## config.mk

```make
export PLATFORM = sky130hd
export DESIGN_NAME = mmm_radix2
export DESIGN_NICKNAME = d
export VERILOG_FILES = /design/src/rtl/rsa_pkg.sv /design/src/rtl/mmm_step.sv /design/src/rtl/mmm_radix2.sv
export SDC_FILE = /design/constraint.sdc
export NUM_CORES = 1
export LEC_CHECK = 0
export CELL_PAD_IN_SITES_DETAIL_PLACEMENT = 1
export CELL_PAD_IN_SITES_GLOBAL_PLACEMENT = 1
export CORE_UTILIZATION = 44
export DETAILED_ROUTE_END_ITERATION = 8
export GPL_ROUTABILITY_DRIVEN = 1
export PLACE_DENSITY_LB_ADDON = 0.1
export SLEW_MARGIN = 20
export SYNTH_ARGS = -nofsm -noshare
export SYNTH_HDL_FRONTEND = slang
export SYNTH_SLANG_ARGS = --single-unit
```

## constraint.sdc

```tcl
create_clock -name clk -period 5.89 [get_ports clk]
set_input_delay 1.178 -clock clk [delete_from_list [all_inputs] [get_ports clk]]
set_output_delay 1.178 -clock clk [all_outputs]
set_load 0.005 [all_outputs]
```

## src/rtl/rsa_pkg.sv

```systemverilog
// Shared definitions for the RSA datapath blocks.
// mmm_state_t : Montgomery multiplier sequencing states.
// MMM_ACC_EXTRA : guard bits carried by the Montgomery accumulator above WIDTH.
package rsa_pkg;

  typedef enum logic [1:0] {
    MMM_IDLE,
    MMM_RUN,
    MMM_REDUCE,
    MMM_DONE
  } mmm_state_t;

  localparam int unsigned MMM_ACC_EXTRA = 2;

endpackage

```

## src/rtl/mmm_step.sv

```systemverilog
// One combinational radix-2 Montgomery iteration: acc_o = (acc + a*B [+ M]) / 2,
// with M added only when needed to make the sum even.
// Ports:
//   acc_i   - current accumulator (WIDTH+2 bits)
//   a_bit_i - current multiplier bit
//   b_i     - multiplicand B
//   m_i     - odd modulus M
//   acc_o   - next accumulator (WIDTH+2 bits)
module mmm_step
  import rsa_pkg::*;
#(
  parameter int unsigned WIDTH = 8
) (
  input  logic [WIDTH+MMM_ACC_EXTRA-1:0] acc_i,
  input  logic                           a_bit_i,
  input  logic [WIDTH-1:0]               b_i,
  input  logic [WIDTH-1:0]               m_i,
  output logic [WIDTH+MMM_ACC_EXTRA-1:0] acc_o
);

  localparam int unsigned AccW = WIDTH + MMM_ACC_EXTRA;

  logic [AccW-1:0] t_add;
  logic [AccW-1:0] t_red;

  // acc < 2M and B, M < 2^WIDTH keep acc + B + M below 4M, so AccW never overflows.
  always_comb begin
    t_add = acc_i + (a_bit_i ? AccW'(b_i) : '0);
    t_red = t_add[0] ? (t_add + AccW'(m_i)) : t_add;
    acc_o = t_red >> 1;
  end

endmodule

```

## src/rtl/mmm_radix2.sv

```systemverilog
// Radix-2 bit-serial Montgomery multiplier: p = A*B*2^-WIDTH mod M.
// A one-cycle ld_a latches the operands; one bit of A is consumed per enabled clock.
// Build option MMM_FINAL_SUB_EN: when defined, a REDUCE cycle performs the final
// conditional subtraction (p < M, latency WIDTH+1); when undefined, p is taken straight
// from the accumulator (p < 2M, latency WIDTH, caller keeps M < 2^(WIDTH-1)).
// Ports:
//   clk   - clock, rising edge
//   rst   - synchronous active-high reset
//   ena   - clock enable, all state holds when 0
//   clear - active-low synchronous abort to IDLE (p keeps its value)
//   ld_a  - load/start pulse, honoured in IDLE or DONE only
//   a_in  - multiplier A (A < M)
//   b_in  - multiplicand B (B < M)
//   m_in  - odd modulus M
//   p     - result register
//   valid - high while p holds a completed result
module mmm_radix2
  import rsa_pkg::*;
#(
  parameter int unsigned WIDTH = 8
) (
  input  logic             clk,
  input  logic             rst,
  input  logic             ena,
  input  logic             clear,
  input  logic             ld_a,
  input  logic [WIDTH-1:0] a_in,
  input  logic [WIDTH-1:0] b_in,
  input  logic [WIDTH-1:0] m_in,
  output logic [WIDTH-1:0] p,
  output logic             valid
);

  localparam int unsigned AccW = WIDTH + MMM_ACC_EXTRA;
  localparam int unsigned CntW = $clog2(WIDTH);
  localparam logic [CntW-1:0] CntLast = CntW'(WIDTH - 1);

  mmm_state_t      state_q, state_d;
  logic [CntW-1:0] cnt_q, cnt_d;
  logic [WIDTH-1:0] a_q, a_d;
  logic [WIDTH-1:0] b_q, b_d;
  logic [WIDTH-1:0] m_q, m_d;
  logic [AccW-1:0] acc_q, acc_d;
  logic [WIDTH-1:0] p_q, p_d;
  logic            valid_q, valid_d;

  logic [AccW-1:0] acc_next;

  mmm_step #(
    .WIDTH (WIDTH)
  ) u_step (
    .acc_i   (acc_q),
    .a_bit_i (a_q[0]),
    .b_i     (b_q),
    .m_i     (m_q),
    .acc_o   (acc_next)
  );

`ifdef MMM_FINAL_SUB_EN
  // acc < 2M, so acc - M fits in WIDTH bits and only the low bits are needed.
  logic [WIDTH-1:0] acc_sub;
  logic             acc_ge_m;
  assign acc_sub  = acc_q[WIDTH-1:0] - m_q;
  assign acc_ge_m = (acc_q >= AccW'(m_q));
`endif

  always_comb begin
    state_d = state_q;
    cnt_d   = cnt_q;
    a_d     = a_q;
    b_d     = b_q;
    m_d     = m_q;
    acc_d   = acc_q;
    p_d     = p_q;
    valid_d = valid_q;

    if (!clear) begin
      state_d = MMM_IDLE;
      valid_d = 1'b0;
    end else begin
      case (state_q)
        MMM_IDLE, MMM_DONE: begin
          if (ld_a) begin
            a_d     = a_in;
            b_d     = b_in;
            m_d     = m_in;
            acc_d   = '0;
            cnt_d   = '0;
            valid_d = 1'b0;
            state_d = MMM_RUN;
          end
        end
        MMM_RUN: begin
          acc_d = acc_next;
          a_d   = {1'b0, a_q[WIDTH-1:1]};
          cnt_d = cnt_q + 1'b1;
          if (cnt_q == CntLast) begin
`ifdef MMM_FINAL_SUB_EN
            state_d = MMM_REDUCE;
`else
            p_d     = acc_next[WIDTH-1:0];
            valid_d = 1'b1;
            state_d = MMM_DONE;
`endif
          end
        end
`ifdef MMM_FINAL_SUB_EN
        MMM_REDUCE: begin
          p_d     = acc_ge_m ? acc_sub : acc_q[WIDTH-1:0];
          valid_d = 1'b1;
          state_d = MMM_DONE;
        end
`endif
        default: state_d = MMM_IDLE;
      endcase
    end
  end

  always_ff @(posedge clk) begin
    if (rst) begin
      state_q <= MMM_IDLE;
      cnt_q   <= '0;
      a_q     <= '0;
      b_q     <= '0;
      m_q     <= '0;
      acc_q   <= '0;
      p_q     <= '0;
      valid_q <= 1'b0;
    end else if (ena) begin
      state_q <= state_d;
      cnt_q   <= cnt_d;
      a_q     <= a_d;
      b_q     <= b_d;
      m_q     <= m_d;
      acc_q   <= acc_d;
      p_q     <= p_d;
      valid_q <= valid_d;
    end
  end

  assign p     = p_q;
  assign valid = valid_q;

endmodule

```

==> metrics.log, run 1 <==
[metrics] run status: completed
[metrics] maximum achievable frequency: 285 MHz
[metrics] number of hold-slack violations in the final timing report: 0
[metrics] Worst setup SP type: flop
[metrics] portion of the clock cycle consumed by the worst path in the final layout: 59.5%
[metrics] Pre-Repair DR Iteration Count: 4
[metrics] starting DRC count in detailed routing: 86
[metrics] number of fillers in the final layout: 727
[metrics] clock-pin slew of the registers on the worst-case setup and hold paths: about 0.090 ns
[metrics] biggest area consumer among synthesized cells: sky130_fd_sc_hd__dfxtp_1
[metrics] CTS root buffer: sky130_fd_sc_hd__clkbuf_8
[metrics] post-route clock skew: between 0.015 and 0.02 ns
[metrics] number of storage elements in the synthesis netlist: 47
[metrics] WHS Path Cells: 2
[metrics] largest net degree at the start of global routing: 47
[metrics] count of port buffers added during placement: 37
[metrics] critical path class: reg2reg
[metrics] cell with the biggest individual delay on the critical path: sky130_fd_sc_hd__fa_1
[metrics] most used flip-flop cell after synthesis: sky130_fd_sc_hd__dfxtp_1
[metrics] width of the die: between 80 and 90 um
[metrics] # IOs: 38
[metrics] proportion of register bits with asynchronous set or reset after synthesis: 0%
[metrics] sum of overflow across all layers after global routing: 0
[metrics] FP Rows: 28
[metrics] Reg2Reg Depth: 14
[metrics] maximum level of the CTS H-tree: 2
[metrics] Synth-to-Final Area Change: 18.6%
[metrics] number of enable flip-flop cells after synthesis: 0
[metrics] Worst path max stage delay: 0.41 ns
[metrics] cells taking the most area after synthesis: sky130_fd_sc_hd__dfxtp_1 (35%), sky130_fd_sc_hd__ha_1 (8.8%), sky130_fd_sc_hd__a21oi_1 (7.4%)
[metrics] remaining number of nets flagged by the antenna check after routing: 0
[metrics] Worst-Margin Slew: between 0.9 and 1 ns
[metrics] placer congestion estimate: approximately 0.87
[metrics] cells after synthesis: between 300 and 400
[metrics] count of different cell masters after synthesis: 47
[metrics] RR Startpoint: a_q[0]
[metrics] total global routing track utilization: between 20% and 30%
[metrics] net count of the mapped netlist: 376
[metrics] most common cell type on the critical path: sky130_fd_sc_hd__a21o_1
[metrics] clk_lat worst skew: 0.31 ns
[metrics] starting density of the core: 45.5%
[metrics] synthesized area divided by synthesized cell count: 8.26 um^2
[metrics] Hold Buf Count CTS: 0
[metrics] fraction of the yosys area taken by sequential cells: roughly a third
[metrics] fraction of the core area covered by cells at the end of the flow: between 50% and 60%
[metrics] combined area of all synthesized cells: ~2700 um^2
[metrics] crit-path cells: and2_1, ha_1, fa_1, a21o_1, a211o_1, a21oi_1, xnor2_1, ha_1, a21o_1, a21o_1, a31oi_1, nor4_2, a31oi_1, o221ai_2
[metrics] Placement Setup Slack: 2.42 ns
[metrics] Final min period: between 3 and 4 ns
[metrics] proportion of netlist area held by the largest area contributor: a little over a third
[metrics] destination of the worst register-to-register timing path: acc_q[8]
[metrics] power consumption: between 0.0006 and 0.0007 W
[metrics] vias in the first global route: between 2000 and 2500
[metrics] number of antenna violations at the first check in global routing: 0
[metrics] WP data arrival: around 3.7 ns
[metrics] final number of max-transition violations: 0
[metrics] total routed wirelength: 6740 um
[metrics] reg-to-reg slack, setup: 2.39 ns
[metrics] nature of the critical path endpoint: flop
[metrics] commonest non-fill, non-tap cell in the layout: sky130_fd_sc_hd__nand2_1
[metrics] layout net count: just over 400
[metrics] clock sink count: 47
[metrics] post-route worst hold slack: 0.461 ns
[metrics] full die area: 6440 um^2
[metrics] Die Span Y: roughly 80 um
[metrics] start point of the worst min-delay path: cnt_q[1]
[metrics] final setup violation count: 0
[metrics] area of the core region: just under 6000 um^2
[metrics] ratio of cells with drive above 1 in the final layout: ~6.4%
[metrics] TritonCTS clock tree: built
[metrics] leak pwr: 1.19 nW
[metrics] drc violations: 0
[metrics] Yosys warning total: 0
[metrics] number of diodes added for antenna fixing: 0
[metrics] sink of the worst hold path: cnt_q[1]
[metrics] DR vias: approximately 2400
[metrics] start point of the critical path: a_q[0]
[metrics] Gates resized, CTS repair: 0
[metrics] detailed placer's ending HPWL: 5060 um
[metrics] commonest cells after routing, fill and taps aside: sky130_fd_sc_hd__nand2_1 (50), sky130_fd_sc_hd__dfxtp_1 (47), sky130_fd_sc_hd__a21oi_1 (40)
[metrics] class of the tightest hold or removal check: reg2reg
[metrics] maximum clock insertion buffer count: 2
[metrics] data required time of the worst path: 6.09 ns
[metrics] maxcap violations: 0
[metrics] unrepaired setup endpoints after global routing: no
[metrics] worst max-slew margin expressed relative to the limit: 38.9%
[metrics] largest driver fanout on the critical path: 9
[metrics] via density per instance: between 5 and 6
[metrics] final total negative setup slack: 0 ns
[metrics] maximum ir drop on the vdd rail: between 100 and 150 uV
[metrics] Final WS setup: ~2.4 ns
[metrics] power density cells: 190 nW/um^2
[metrics] first-pass GRT wire length: approximately 11000 um
[metrics] wire per inst: around 16 um
[metrics] Num CTS Buffers: 5
[metrics] Setup Buffers After CTS: 0
## registers in the layout, indices dropped and copies added (netlist names)
| name | count |
|---|---|
| m_q | 8 |
| p | 8 |
| acc_q | 9 |
| a_q | 8 |
| b_q | 8 |
| cnt_q | 3 |
| state_q | 2 |
| valid | 1 |
## power breakdown
part	internal, W	switching (W)	total [W]
registers	0.000324	0.00000478	0.000329
clock network	0.0000961	0.000119	0.000215
logic	0.0000305	0.0000316	0.0000621
total	0.000451	0.000156	0.000607
## cell families after synthesis
logic type	share of synthesized area, %
flip-flops	34.9
XOR/XNOR	3.58
adder cells (fa/ha/maj)	10.3
buffers and inverters	3.76
AO/OA/AOI/OAI	21.8
multiplexers	4.18
AND/OR/NAND/NOR	21.5
## area by class of cell
type / count / area, um^2 / share of cell area (%)
clock buffers: 6 / 82.6 / 2.58
clock inverters: 2 / 16.3 / 0.509
inverters: 6 / 22.5 / 0.705
multi-input cells: 259 / 1650 / 51.8
flip-flops and latches: 47 / 941 / 29.4
well taps: 75 / 93.8 / 2.94
repair buffers: 39 / 385 / 12.1
## per-stage QoR
step	cells	instance area, um^2
finish	434	3200
global route	434	3200
detailed placement	426	3100
floorplan	326	2690
global placement	426	3090
CTS	434	3200
## synth_stat cells, drive strengths merged (2+ instances only)
cell type and count:
nor3b 3, mux2 2, o21ai 14, a21boi 3
nand2b 2, and2 9, xor2 2, o21a 2
nand4 3, dfxtp 47, nand3 10, clkbuf 10
a21o 7, buf 4, fa 2, xnor2 9
a31oi 4, o221ai 2, mux2i 9, a211oi 15
nor2 27, a21oi 40, ha 19, or3 3
nor3 7, inv 6, nand2 51
## worst max-delay path, delay by kind of cell (launching register included)
family	cells	cell delay, ns
adder cells (fa/ha/maj)	3	0.94
AO/OA/AOI/OAI	8	1.67
XOR/XNOR	1	0.16
AND/OR/NAND/NOR	2	0.26
flip-flops	1	0.37
## worst max-delay path by stage
stage                     to  slack (ns)
floorplan           acc_q[8]        2.68
global placement    acc_q[8]        2.55
detailed placement  acc_q[8]        2.42
CTS                 acc_q[8]        2.39
global route        acc_q[8]        2.17
finish              acc_q[8]        2.39
## metal layers
layer	vias up	wire length [um]	part of all wire [%]	global-route usage, %
met5	-	0	0	0
li1	1226	-	-	-
met2	42	3300	49	40.2
met4	0	65	0.96	4.82
met1	1114	3210	48	29.7
met3	6	172	2.6	3.75
(Power assumes the default switching activity.)
==> run 2: changes to the inputs <==
--- a/config.mk
+++ b/config.mk
@@ -7,7 +7,7 @@
 export LEC_CHECK = 0
 export CELL_PAD_IN_SITES_DETAIL_PLACEMENT = 1
 export CELL_PAD_IN_SITES_GLOBAL_PLACEMENT = 1
-export CORE_UTILIZATION = 44
+export CORE_UTILIZATION = 37
 export DETAILED_ROUTE_END_ITERATION = 8
 export GPL_ROUTABILITY_DRIVEN = 1
 export PLACE_DENSITY_LB_ADDON = 0.1
==> constraint.sdc (replaced) <==
create_clock -name clk -period 2.95 [get_ports clk]
set_input_delay 0.59 -clock clk [delete_from_list [all_inputs] [get_ports clk]]
set_output_delay 0.59 -clock clk [all_outputs]
set_load 0.005 [all_outputs]
==> metrics.log, run 2 (synthesis results as in run 1) <==
[metrics] run status: complete, but fails checks
[metrics] violated checks: negative setup slack
[metrics] leak pwr: 1.39 nW (+17%)
[metrics] Worst-Margin Slew: 0.679 ns (-0.237 ns)
[metrics] part of the total power dissipated in sequential elements: 51.0% (-3.3 points)
[metrics] reg-to-reg slack, setup: -0.26 ns (-2.64 ns)
[metrics] maximum ir drop on the vdd rail: 188 uV (+74%)
[metrics] CTS root buffer: sky130_fd_sc_hd__clkbuf_8
[metrics] ratio of cells with drive above 1 in the final layout: 20.0% (+14 points)
[metrics] portion of the clock cycle consumed by the worst path in the final layout: 109% (+49 points)
[metrics] first-pass GRT wire length: 12300 um (+8.1%)
[metrics] Synth-to-Final Area Change: 33.4%
[metrics] post-route clock skew: 0.0128 ns (-0.00247 ns)
[metrics] DR vias: 2537 (+6.2%)
[metrics] RR Startpoint: a_q[0]
[metrics] number of diodes added for antenna fixing: 0 (unchanged)
[metrics] full die area: 7630 um^2 (+18%)
[metrics] largest driver fanout on the critical path: 5 (-4)
[metrics] remaining number of nets flagged by the antenna check after routing: 0 (unchanged)
[metrics] Die Span Y: 87.3 um (+8.8%)
[metrics] Final WS setup: -0.259 ns (-2.64 ns)
[metrics] internal power consumption: 0.000974 W (+120%)
[metrics] class of the tightest hold or removal check: reg2reg
[metrics] nature of the critical path endpoint: flop
[metrics] destination of the worst register-to-register timing path: acc_q[8]
[metrics] drc violations: 0 (unchanged)
[metrics] maximum level of the CTS H-tree: 2 (unchanged)
[metrics] Final min period: 3.21 ns (-0.295 ns)
[metrics] number of hold-slack violations in the final timing report: 0 (unchanged)
[metrics] power density cells: 359 nW/um^2 (+89%)
[metrics] maximum clock insertion buffer count: 2 (unchanged)
[metrics] Num CTS Buffers: 5 (unchanged)
[metrics] # IOs: 38 (unchanged)
[metrics] starting density of the core: 39.0% (-6.5 points)
[metrics] placer congestion estimate: 0.885 (+2.1%)
[metrics] area of the core region: 6910 um^2 (+17%)
[metrics] width of the die: 87.3 um (+8.8%)
[metrics] via density per instance: 5.22 (-5.1%)
[metrics] most flop-heavy register: acc_q
[metrics] Finished Cell Area: 3590 um^2 (+12%)
[metrics] critical path class: reg2reg
[metrics] end point of the critical path: acc_q[8]
[metrics] clock group share of total power: 38.3% (+2.8 points)
[metrics] starting DRC count in detailed routing: 60 (-30%)
[metrics] final setup violation count: 6 (+6)
[metrics] sum of overflow across all layers after global routing: 0 (unchanged)
[metrics] share of power burned in combinational logic: 10.7% (+0.5 points)
[metrics] clock sink count: 47 (unchanged)
[metrics] Pre-Repair DR Iteration Count: 4 (unchanged)
[metrics] cell with the biggest individual delay on the critical path: sky130_fd_sc_hd__ha_1
[metrics] WP data arrival: 3.39 ns (-0.31 ns)
[metrics] worst max-slew margin expressed relative to the limit: 54.3% (+15 points)
[metrics] vias in the first global route: 2563 (+8.4%)
[metrics] clock-pin slew of the registers on the worst-case setup and hold paths: 0.10 ns (about the same)
[metrics] total global routing track utilization: 21.0% (-2.0 points)
[metrics] commonest cells after routing, fill and taps aside: sky130_fd_sc_hd__nand2_1 (50), sky130_fd_sc_hd__dfxtp_1 (46), sky130_fd_sc_hd__clkdlybuf4s50_1 (37)
[metrics] Reg2Reg Depth: 14 (unchanged)
[metrics] number of antenna violations at the first check in global routing: 0 (unchanged)
[metrics] proportion of total power due to net switching: 24.4% (-1.2 points)
[metrics] count of port buffers added during placement: 37 (unchanged)
[metrics] clk_lat worst skew: 0.31 ns (about the same)
[metrics] flip-flop count of the largest register, all copies and words added: 9 (unchanged)
[metrics] final number of max-transition violations: 0 (unchanged)
[metrics] maxcap violations: 0 (unchanged)
[metrics] wire per inst: 15.3 um (-1.3%)
[metrics] total routed wirelength: 7450 um (+11%)
[metrics] unrepaired setup endpoints after global routing: yes
[metrics] start point of the critical path: a_q[0]
[metrics] data required time of the worst path: 3.14 ns (-2.95 ns)
[metrics] post-place instance area: 3290 um^2 (+6.4%)
[metrics] detailed placer's ending HPWL: 5550 um (+9.8%)
[metrics] layout net count: 439 (+7.6%)
[metrics] power consumption: 0.00129 W (+110%)
[metrics] commonest non-fill, non-tap cell in the layout: sky130_fd_sc_hd__nand2_1
[metrics] crit-path cells: and2_4, ha_4, fa_2, a21o_1, a211o_1, a21oi_2, xnor2_2, ha_1, a21o_1, a21o_1, a31oi_2, nor4_2, a31oi_1, o221ai_2
[metrics] most common cell type on the critical path: sky130_fd_sc_hd__a21o_1
[metrics] largest net degree at the start of global routing: 41 (-13%)
[metrics] Worst path max stage delay: 0.36 ns (-0.05 ns)
[metrics] maximum achievable frequency: 312 MHz (+9.2%)
[metrics] FP Rows: 30 (+7.1%)
[metrics] TritonCTS clock tree: built
[metrics] Worst setup SP type: flop
[metrics] reported net switching power: 0.000315 W (+100%)
==> run 2: final cells by class <==
type / instances / area [um^2]
tap: 96 / 120
sequential: 47 / 942
clock inverter: 3 / 46.3
multi-input combinational: 259 / 1780
timing repair buffer: 70 / 618
fill: 849 / 3310
clock buffer: 5 / 68.8
inverter: 6 / 22.5
==> run 2: repair_timing <==
item,in CTS,in global routing
pin swaps,6,11
setup endpoints to repair,7,10
resized for setup,17,15
buffers inserted,3,7
hold buffers,0,0
cloned,0,0
==> run 2: worst min-delay path by stage <==
stage             start       end  cells after the start
3_3_place_gp     b_q[7]    b_q[7]                      2
4_1_cts          b_q[6]    b_q[6]                      2
6_report         b_q[6]    b_q[6]                      2
5_1_grt          b_q[2]    b_q[2]                      2
2_1_floorplan  acc_q[4]  acc_q[4]                      2
3_5_place_dp     b_q[6]    b_q[6]                      2
==> run 2: per-layer routing <==
layer	wire, um	part of all wire (%)	global-route usage (%)
met1	3430	46	26.1
met2	3740	50	37.6
met3	184	2.5	3.13
met4	96	1.3	5.96
met5	0	0	0
==> run 2: power groups by stage <==
stage / logic (W) / registers (W) / clock network (W)
finish: 0.000138 / 0.000657 / 0.000494
global route: 0.000153 / 0.000659 / 0.000536
CTS: 0.000136 / 0.000657 / 0.000510
floorplan: 0.0000708 / 0.000669 / 0
detailed placement: 0.000135 / 0.000672 / 0
global placement: 0.000132 / 0.000671 / 0
==> run 2: per-stage QoR <==
step	setup TNS (ns)	std cells	worst slack (ns)	util (%)	hold slack, ns
final	-1.12	486	-0.259	52.0	0.459
after global routing	-1.79	486	-0.320	52.0	0.486
after detailed placement	-0.846	469	-0.206	47.7	0.451
after CTS	-0.868	479	-0.202	50.4	0.465
after global placement	-0.260	469	-0.131	47.7	0.443
after floorplan	-0.0795	326	-0.0795	-	0.432
==> run 2: worst max-delay path: cells and delay by family (launching register included) <==
| kind | cells | cell delay (ns) |
|---|---|---|
| and+or+nand+nor | 2 | 0.23 |
| DFF | 1 | 0.34 |
| adders and majority gates | 3 | 0.85 |
| xor gates and xnor gates | 1 | 0.10 |
| AOI/OAI and AO/OA | 8 | 1.55 |
